<file path="config.mk">
export PLATFORM = sky130hd
export DESIGN_NAME = calc_ctrl_flat
export DESIGN_NICKNAME = d
export VERILOG_FILES = /design/src/rtl/calc_ctrl_if.sv /design/src/rtl/calc_ctrl.sv /design/src/flat_wrapper.sv
export SDC_FILE = /design/constraint.sdc
export NUM_CORES = 1
export LEC_CHECK = 0
export BUFFER_PORTS_ARGS = -buffer_cell sky130_fd_sc_hd__buf_2
export CAP_MARGIN = 10
export CORE_AREA = 4 4 63 65
export CTS_BUF_LIST = sky130_fd_sc_hd__clkbuf_4 sky130_fd_sc_hd__clkbuf_8
export DETAILED_ROUTE_END_ITERATION = 10
export DIE_AREA = 0 0 67 69
export PLACE_DENSITY_LB_ADDON = 0.1
export REMOVE_ABC_BUFFERS = 1
export SLEW_MARGIN = 0
export SYNTH_ARGS = -nofsm -noshare
export SYNTH_HDL_FRONTEND = slang
export SYNTH_SLANG_ARGS = --single-unit
</file>
<file path="constraint.sdc">
create_clock -name clk -period 2.1 [get_ports clk]
set_input_delay 0.315 -clock clk [delete_from_list [all_inputs] [get_ports clk]]
set_output_delay 0.315 -clock clk [all_outputs]
set_load 0.1 [all_outputs]
</file>
<file path="src/rtl/calc_ctrl_if.sv">
// Key/entry/ALU signal bundle for the calculator sequencing controller.
// master: the controller side; slave: keypad decoder, entry register and ALU side.
interface calc_ctrl_if #(
   parameter int NUM_OPS = 4
);
   localparam int OP_W = (NUM_OPS > 1) ? $clog2(NUM_OPS) : 1;

   logic            valid_scan_code;
   logic [3:0]      binary_val;
   logic [9:0]      bcd_value;
   logic            alu_done;
   logic            op_ctrl;
   logic [7:0]      operand_a;
   logic [7:0]      operand_b;
   logic [OP_W-1:0] alu_op;
   logic            alu_start;
   logic [2:0]      state_o;
   logic            error;

   modport master (
      input  valid_scan_code, binary_val, bcd_value, alu_done,
      output op_ctrl, operand_a, operand_b, alu_op, alu_start, state_o, error
   );

   modport slave (
      output valid_scan_code, binary_val, bcd_value, alu_done,
      input  op_ctrl, operand_a, operand_b, alu_op, alu_start, state_o, error
   );
endinterface

</file>
<file path="src/rtl/calc_ctrl.sv">
// Calculator sequencing controller: operand A entry, operator select,
// operand B entry, ALU launch with timeout, result display.
//
// state    | meaning
// ---------+---------------------------------------------------------
// ENTER_A  | user keys operand A; ENTER captures it
// ENTER_OP | OPNEXT steps alu_op; ENTER moves on to operand B
// ENTER_B  | user keys operand B; ENTER captures it and launches ALU
// COMPUTE  | waiting for alu_done, bounded by TIMEOUT cycles
// SHOW     | result displayed; ENTER returns to ENTER_A
//
// CLEAR aborts from any state back to ENTER_A with everything zeroed.
module calc_ctrl #(
   parameter int NUM_OPS = 4,
   parameter int TIMEOUT = 64
) (
   input  logic        clk,
   input  logic        rst,
   calc_ctrl_if.master bus
);
   localparam int OP_W  = (NUM_OPS > 1) ? $clog2(NUM_OPS) : 1;
   localparam int CNT_W = (TIMEOUT > 1) ? $clog2(TIMEOUT) : 1;

   localparam logic [3:0]       KEY_ENTER  = 4'hA;
   localparam logic [3:0]       KEY_OPNEXT = 4'hB;
   localparam logic [3:0]       KEY_CLEAR  = 4'hC;
   localparam logic [OP_W-1:0]  OP_LAST    = OP_W'(NUM_OPS - 1);
   localparam logic [CNT_W-1:0] CNT_LIMIT  = CNT_W'(TIMEOUT - 1);

   typedef enum logic [2:0] {
      ENTER_A  = 3'd0,
      ENTER_OP = 3'd1,
      ENTER_B  = 3'd2,
      COMPUTE  = 3'd3,
      SHOW     = 3'd4
   } state_t;

   state_t          state, state_nx;
   logic [7:0]      operand_a, operand_a_nx;
   logic [7:0]      operand_b, operand_b_nx;
   logic [OP_W-1:0] alu_op, alu_op_nx;
   logic            op_ctrl, op_ctrl_nx;
   logic            alu_start, alu_start_nx;
   logic            error, error_nx;
   logic [CNT_W-1:0] cnt, cnt_nx;

   logic [7:0] bin;
   logic       key_enter, key_opnext, key_clear;

   // BCD entry value to binary; modulo-256 arithmetic gives the 8-bit truncation directly
   always_comb begin
      bin = {6'b0, bus.bcd_value[9:8]} * 8'd100
          + {4'b0, bus.bcd_value[7:4]} * 8'd10
          + {4'b0, bus.bcd_value[3:0]};
   end

   assign key_enter  = bus.valid_scan_code && (bus.binary_val == KEY_ENTER);
   assign key_opnext = bus.valid_scan_code && (bus.binary_val == KEY_OPNEXT);
   assign key_clear  = bus.valid_scan_code && (bus.binary_val == KEY_CLEAR);

   // State and all registered outputs
   always_ff @(posedge clk or negedge rst) begin
      if (!rst) begin
         state     <= ENTER_A;
         operand_a <= '0;
         operand_b <= '0;
         alu_op    <= '0;
         op_ctrl   <= 1'b0;
         alu_start <= 1'b0;
         error     <= 1'b0;
         cnt       <= '0;
      end else begin
         state     <= state_nx;
         operand_a <= operand_a_nx;
         operand_b <= operand_b_nx;
         alu_op    <= alu_op_nx;
         op_ctrl   <= op_ctrl_nx;
         alu_start <= alu_start_nx;
         error     <= error_nx;
         cnt       <= cnt_nx;
      end
   end

   // Next-state and next-output decode; CLEAR overrides every state
   always_comb begin
      logic clr_req;
      state_nx     = state;
      operand_a_nx = operand_a;
      operand_b_nx = operand_b;
      alu_op_nx    = alu_op;
      alu_start_nx = 1'b0;
      error_nx     = error;
      cnt_nx       = cnt;
      clr_req      = 1'b0;

      if (key_clear) begin
         clr_req      = 1'b1;
         operand_a_nx = '0;
         operand_b_nx = '0;
         alu_op_nx    = '0;
         error_nx     = 1'b0;
         cnt_nx       = '0;
         state_nx     = ENTER_A;
      end else begin
         case (state)
            ENTER_A: begin
               if (key_enter) begin
                  operand_a_nx = bin;
                  clr_req      = 1'b1;
                  state_nx     = ENTER_OP;
               end
            end
            ENTER_OP: begin
               if (key_opnext) begin
                  alu_op_nx = (alu_op == OP_LAST) ? '0 : alu_op + 1'b1;
               end else if (key_enter) begin
                  clr_req  = 1'b1;
                  state_nx = ENTER_B;
               end
            end
            ENTER_B: begin
               if (key_enter) begin
                  operand_b_nx = bin;
                  alu_start_nx = 1'b1;
                  error_nx     = 1'b0;
                  cnt_nx       = '0;
                  state_nx     = COMPUTE;
               end
            end
            COMPUTE: begin
               if (bus.alu_done) begin
                  error_nx = 1'b0;
                  state_nx = SHOW;
               end else if (cnt == CNT_LIMIT) begin
                  error_nx = 1'b1;
                  state_nx = SHOW;
               end else begin
                  cnt_nx = cnt + 1'b1;
               end
            end
            SHOW: begin
               if (key_enter) begin
                  clr_req  = 1'b1;
                  state_nx = ENTER_A;
               end
            end
            default: begin
               state_nx = ENTER_A;
            end
         endcase
      end

      // back-to-back strobes would otherwise stretch the clear pulse; the entry
      // register was cleared the cycle before, so dropping the repeat loses nothing
      op_ctrl_nx = clr_req && !op_ctrl;
   end

   assign bus.op_ctrl   = op_ctrl;
   assign bus.operand_a = operand_a;
   assign bus.operand_b = operand_b;
   assign bus.alu_op    = alu_op;
   assign bus.alu_start = alu_start;
   assign bus.state_o   = state;
   assign bus.error     = error;
endmodule

</file>
<file path="src/flat_wrapper.sv">
// flat-port wrapper written by rule: the top's interface ports become plain ports
module calc_ctrl_flat 
#(
   parameter int NUM_OPS = 4,
   parameter int TIMEOUT = 64
)
  (clk, rst, bus_valid_scan_code, bus_binary_val, bus_bcd_value, bus_alu_done, bus_op_ctrl, bus_operand_a, bus_operand_b, bus_alu_op, bus_alu_start, bus_state_o, bus_error);
  calc_ctrl_if #(.NUM_OPS(NUM_OPS)) bus_i ();
  input  logic clk;
  input  logic rst;
  input wire logic [$bits(bus_i.valid_scan_code)-1:0] bus_valid_scan_code;
  input wire logic [$bits(bus_i.binary_val)-1:0] bus_binary_val;
  input wire logic [$bits(bus_i.bcd_value)-1:0] bus_bcd_value;
  input wire logic [$bits(bus_i.alu_done)-1:0] bus_alu_done;
  output wire logic [$bits(bus_i.op_ctrl)-1:0] bus_op_ctrl;
  output wire logic [$bits(bus_i.operand_a)-1:0] bus_operand_a;
  output wire logic [$bits(bus_i.operand_b)-1:0] bus_operand_b;
  output wire logic [$bits(bus_i.alu_op)-1:0] bus_alu_op;
  output wire logic [$bits(bus_i.alu_start)-1:0] bus_alu_start;
  output wire logic [$bits(bus_i.state_o)-1:0] bus_state_o;
  output wire logic [$bits(bus_i.error)-1:0] bus_error;
  assign bus_i.valid_scan_code = bus_valid_scan_code;
  assign bus_i.binary_val = bus_binary_val;
  assign bus_i.bcd_value = bus_bcd_value;
  assign bus_i.alu_done = bus_alu_done;
  assign bus_op_ctrl = bus_i.op_ctrl;
  assign bus_operand_a = bus_i.operand_a;
  assign bus_operand_b = bus_i.operand_b;
  assign bus_alu_op = bus_i.alu_op;
  assign bus_alu_start = bus_i.alu_start;
  assign bus_state_o = bus_i.state_o;
  assign bus_error = bus_i.error;
  calc_ctrl #(.NUM_OPS(NUM_OPS), .TIMEOUT(TIMEOUT)) u_core (.clk(clk), .rst(rst), .bus(bus_i));
endmodule
</file>
==> results.yml, run 1 <==
drt:
  drc_errors: 0
  dr.pass1.iters: 5
  vias: 1598
  routed_wl_um: 4330
  avgRoutedWirePerCell_um: 14.6
  detail-route-antenna-nets: 0
  drt_iter0_markers: 86
  vias_per_cell: 5.40
sta:
  drv_slew: 0
  slew_headroom_pct: 56.8
  fin_hold_ws_ps: -4.06
  rsz0062_at_grt: "true"
  setup_viol_count_final: 6
  clock_skew_ps: 8.83
  period_minus_slack_ps: 2200
  tightest_slew_ps: 647
  setup_slack_ps: -101
  setup_tns_ps: -328
  fin_crit_sh_pct: 105
  hold_violations: 6
  fmax_mhz: 454
clock_network:
  clk_pin_slew_ps: 100
  cts.sinks: 30
  hold_buffers: 0
  h-tree-depth: 2
  clk_latency_ps: 330
  cts_tree: "yes"
  numCtsBuffers: 5
  cts.path.max_buffers: 2
  ctsRootBufferMaster: "clkbuf_4"
floorplan:
  start_util_pct: 54.6
  die_h_um: 69
  fp-row-count: 21
  fp.dieW_um: 67
  die_area_um2: 4620
  core_area_um2: 3340
  ios: 42
power:
  power_density_nw_per_um2: 1350
  swShare_pct: 58.5
  switching_power_mw: 1.84
  internal-power_mw: 1.31
  peakVddDrop_v: 0.000932
  combPwrFrac_pct: 60.3
  pwr-share-seq_pct: 27.9
  clkPwrFrac_pct: 11.8
  p_leak_nw: 1.15
synthesis:
  synth-edff-count: 0
  synth_cell_type_count: 41
  syn_inst: 191
  synth-seq-cells: 30
  ys_async_sr_fraction_pct: 100
  ys_warn_count: 0
  ys_seq_area_share_pct: 41.2
  synth_area_per_cell_um2: 9.54
  ys.flop_type: "dfrtp_1"
  netlist_area_um2: 1820
global_routing:
  grt_pass1_vias: 1668
  overflow: 0
  grt_max_degree: 31
  grt_pass1_wl_um: 7460
  grt_usage_pct: 20.9
  antenna_found_initial: 0
placed_design:
  io_buffers: 41
  dp_hpwl_um: 3260
  dp_slack_ps: -670
  place_congestion: 0.819
critical_path:
  worst_setup_path_start_kind: "primary input"
  required_ps: 2310
  end_kind: "register"
  r2r-start: "u_core.cnt[0]"
  crit_type: "primary input to register"
  crit_fanout: 2
  cp.arrival_ps: 2410
  r2r_cells: 6
  crit_start: "bus_bcd_value[5]"
job:
  cap_viol_max_count: 0
worst_hold_path:
  holdCritPathClass: "primary input to async pin"
final_layout:
  fin_nets: 285
  multi_input_area_um2: 1080
  drive_gt1_share_pct: 35.2
  seq_area_um2: 751
  final_util_pct: 70.1
  fillers: 270
  syn_to_final_growth_pct: 28.4
  diodes: 0
run_status:
  status: "finished, violations left"
  violations: "negative hold slack, negative setup slack"
==> kinds of logic after synthesis <==
family | count (synthesis) | synth area share (%)
simple gates | 67 | 18.3
compound gates | 50 | 18.3
flops | 30 | 41.2
fa+ha+maj | 18 | 14.0
buf+inv | 17 | 3.71
xor+xnor | 8 | 3.85
mux | 1 | 0.618
==> cells in the mapped netlist, types with 3 or more instances <==
| master | number | area, um2 |
|---|---|---|
| a22o_1 | 5 | 43.8 |
| clkbuf_1 | 4 | 15.0 |
| buf_2 | 3 | 15.0 |
| ha_1 | 14 | 175 |
| nor2b_1 | 3 | 18.8 |
| nand3_1 | 7 | 35.0 |
| xnor2_1 | 6 | 52.6 |
| o21ai_0 | 14 | 70.1 |
| dfrtp_1 | 30 | 751 |
| nor3_1 | 6 | 30.0 |
| inv_1 | 10 | 37.5 |
| nand2b_1 | 4 | 25.0 |
| o31ai_1 | 8 | 60.1 |
| nand2_1 | 24 | 90.1 |
| fa_1 | 4 | 80.1 |
| nor2_1 | 11 | 41.3 |
| a21oi_1 | 11 | 55.1 |
==> cells in the final DEF, fill, tap and decap left out, types with 2 or more instances in the layout <==
master,count
buf_2,39
nand3_1,7
o21ai_0,12
a2111oi_0,2
nand2b_1,4
nand2_2,2
o21ai_1,2
o31ai_2,2
a22o_1,5
inv_1,10
clkbuf_4,6
nand2_1,23
fa_1,2
nor2b_1,2
xnor2_1,5
ha_1,10
a21oi_1,10
and3_1,2
buf_4,17
o31ai_1,7
nor2_1,11
ha_4,3
fa_2,2
nor3_1,6
dfrtp_1,30
==> state kept, by name, summed over array words and instances, names as in the netlist <==
name,flops
u_core.bus.op_ctrl,1
u_core.cnt,6
u_core.bus.alu_start,1
u_core.bus.operand_a,8
u_core.bus.state_o,3
u_core.bus.operand_b,8
u_core.bus.error,1
u_core.bus.alu_op,2
==> per-stage QoR <==
stage               std cells  power [mW]  hold slack [ps]  area, um2
floorplan                 184        2.37             19.4       1790
global placement          285        2.69              366       2160
detailed placement        285        2.73              379       2160
CTS                       294        3.13             17.8       2290
global route              296        3.32             39.5       2340
finish                    296        3.15            -4.06       2340
==> timing repair <==
item                                    in CTS  in global routing
setup buffers                                1                  2
pin swaps                                   11                 12
endpoints found under the setup margin       8                  8
gates resized for setup                     12                  8
==> cell type report <==
cell class              instances  share of cell area, %
clock buffers                   7                   2.51
clock inverters                 1                  0.214
inverters                      10                   1.60
multi-input cells             144                   46.2
flip-flops and latches         30                   32.1
well taps                      46                   2.46
repair buffers                 58                   14.9
==> critical path, stage by stage <==
cell,delay (ps)
buf_8,100
ha_4,230
ha_4,160
fa_2,340
xor2_1,150
ha_1,340
ha_4,290
nand2_2,40
o21bai_1,170
xnor2_1,170
o21ai_1,100
==> power by group through the flow <==
| stage | sequential [mW] | clock (mW) | combinational, mW |
|---|---|---|---|
| floorplan | 1.97 | 0 | 0.406 |
| global placement | 0.881 | 0 | 1.81 |
| detailed placement | 0.891 | 0 | 1.84 |
| CTS | 0.881 | 0.378 | 1.87 |
| global route | 0.910 | 0.413 | 2.00 |
| finish | 0.881 | 0.371 | 1.90 |
==> worst paths after layout <==
kind | end | slack [ps]
hold reg to reg | u_core.bus.op_ctrl | 430
min in group clk | u_core.bus.operand_b[0] | 220
hold / removal | u_core.cnt[2] | -4
setup reg to reg | u_core.cnt[3] | 140
setup / recovery | u_core.bus.operand_a[7] | -100
max in group asynchronous | u_core.bus.operand_a[2] | 1680
==> layer usage <==
layer  vias to the layer above  track usage, %  share of wire, %
met5                         -               0                 0
met4                         0            7.21               1.1
met3                         5            4.38               4.5
met2                        48            34.9                52
met1                       754            26.0                42
li1                        791               -                 -
Power figures use the tool's default switching activity.
==> run 2: changes to the inputs <==
--- a/config.mk
+++ b/config.mk
@@ -7,10 +7,10 @@
 export LEC_CHECK = 0
 export BUFFER_PORTS_ARGS = -buffer_cell sky130_fd_sc_hd__buf_2
 export CAP_MARGIN = 10
-export CORE_AREA = 4 4 63 65
+export CORE_AREA = 4 4 60 67
 export CTS_BUF_LIST = sky130_fd_sc_hd__clkbuf_4 sky130_fd_sc_hd__clkbuf_8
 export DETAILED_ROUTE_END_ITERATION = 10
-export DIE_AREA = 0 0 67 69
+export DIE_AREA = 0 0 64 71
 export PLACE_DENSITY_LB_ADDON = 0.1
 export REMOVE_ABC_BUFFERS = 1
 export SLEW_MARGIN = 0
==> results.yml, run 2 (synthesis gave the netlist of run 1 again) <==
floorplan:
  core_area_um2: 3330
  die_h_um: 71
  start_util_pct: 54.7
  ios: 42
  fp-row-count: 22
  die_area_um2: 4540
  fp.dieW_um: 64
drt:
  detail-route-antenna-nets: 0
  drt_iter0_markers: 54
  drc_errors: 0
  vias: 1633
  routed_wl_um: 4360
  vias_per_cell: 5.46
  dr.pass1.iters: 4
  avgRoutedWirePerCell_um: 14.6
clock_network:
  clk_latency_ps: 330
  cts.sinks: 30
  cts_tree: "yes"
  hold_buffers: 0
  ctsRootBufferMaster: "clkbuf_4"
  numCtsBuffers: 5
  clk_pin_slew_ps: 100
  cts.path.max_buffers: 2
  h-tree-depth: 2
global_routing:
  antenna_found_initial: 0
  grt_max_degree: 31
  grt_pass1_vias: 1681
  overflow: 0
  grt_pass1_wl_um: 7380
  grt_usage_pct: 20.7
final_layout:
  fin_area_um2: 2340
  layout_common_cells: "39 x buf_2, 30 x dfrtp_1, 23 x nand2_1"
  diodes: 0
  multi_input_area_um2: 1080
  syn_to_final_growth_pct: 28.6
  largest_registers: "u_core.bus.operand_a x8, u_core.bus.operand_b x8, u_core.cnt x6"
  layout_commonest_cell: "buf_2"
  fillers: 266
  fin_nets: 287
  drive_gt1_share_pct: 34.7
  seq_area_um2: 751
  final_util_pct: 70.3
sta:
  fin_crit_sh_pct: 105
  setup_viol_count_final: 6
  setup_tns_ps: -469
  drv_slew: 0
  rsz0062_at_grt: "true"
  slew_headroom_pct: 54.9
  fmax_mhz: 452
  clock_skew_ps: 11.0
  tightest_slew_ps: 672
  period_minus_slack_ps: 2210
  hold_violations: 0
  setup_slack_ps: -111
placed_design:
  placed_area_um2: 2180
  io_buffers: 41
  dp_hpwl_um: 3220
  place_congestion: 0.885
critical_path:
  end_kind: "register"
  crit_fanout: 2
  r2r-start: "u_core.cnt[0]"
  required_ps: 2330
  cp_slowest_cell: "fa_2"
  cp.arrival_ps: 2440
  crit_start: "bus_bcd_value[7]"
  crit_type: "primary input to register"
  worstPathCellList: "buf_6, ha_4, ha_4, fa_2, xor2_1, ha_1, ha_4, nand2_2, o21bai_1, xnor2_1, o31ai_1"
  critical_path.max_stage_delay_ps: 330
  worst_setup_path_start_kind: "primary input"
  crit_top_cell: "ha_4"
power:
  power.total_mw: 3.17
  peakVddDrop_v: 0.000922
  power_density_nw_per_um2: 1350
  p_leak_nw: 1.15
worst_hold_path:
  holdCritPathClass: "primary input to async pin"
run_status:
  violations: "negative setup slack"
  status: "finished, violations left"
job:
  cap_viol_max_count: 0
## run 2: cell types whose count changed in the layout (fill, tap and decap cells not counted), sizes merged
cell and change:
buf +2, clkinv -1
## run 2: worst max-delay path, delay by kind of cell
kind                       cells  cell delay, ps
adders and majority gates      5            1330
and+or+nand+nor                1              50
buffers and inverters          1             100
AOI/OAI and AO/OA              2             390
xor gates and xnor gates       2             260
## run 2: final timing paths
path / end / slack [ps] / cells past startpoint
setup reg to reg: u_core.cnt[3] / 190 / 6
hold reg to reg: u_core.bus.op_ctrl / 440 / 1
max in group asynchronous: u_core.bus.operand_b[3] / 1660 / 1
hold / removal: u_core.cnt[2] / 3 / 1
setup / recovery: u_core.bus.operand_b[7] / -110 / 11
min in group clk: u_core.bus.error / 220 / 2
## run 2: per-layer routing
layer | GRT usage [%] | share of wire, % | up-vias
met5 | 0 | 0 | -
met4 | 9.83 | 2.3 | 0
met3 | 5.24 | 4.7 | 10
met2 | 37.0 | 54 | 45
met1 | 22.5 | 39 | 779
li1 | - | - | 799
## run 2: power breakdown
group	switching (mW)	total (mW)	internal, mW
Clock	0.194	0.346	0.152
Sequential	0.0862	0.821	0.735
Combinational	1.57	2.00	0.425
Total	1.85	3.17	1.31
## run 2: layout make-up
type | instances | share of cell area [%]
Tap cell | 48 | 2.56
Clock buffer | 7 | 2.24
Inverter | 10 | 1.60
Sequential cell | 30 | 32.1
Timing Repair Buffer | 60 | 15.4
Multi-Input combinational cell | 144 | 46.2
## run 2: stage by stage
step,setup WS (ps),instances,hold slack (ps)
after floorplan,-396,184,19.4
after global placement,-579,289,366
after detailed placement,-650,289,389
after CTS,-147,299,23.2
after global routing,-207,299,54.3
final,-111,299,2.71
## run 2: repair_timing
action,4_1_cts,5_1_grt
pin swaps,14,10
resized for setup,12,6
setup buffers,3,0
setup endpoints to repair,6,14
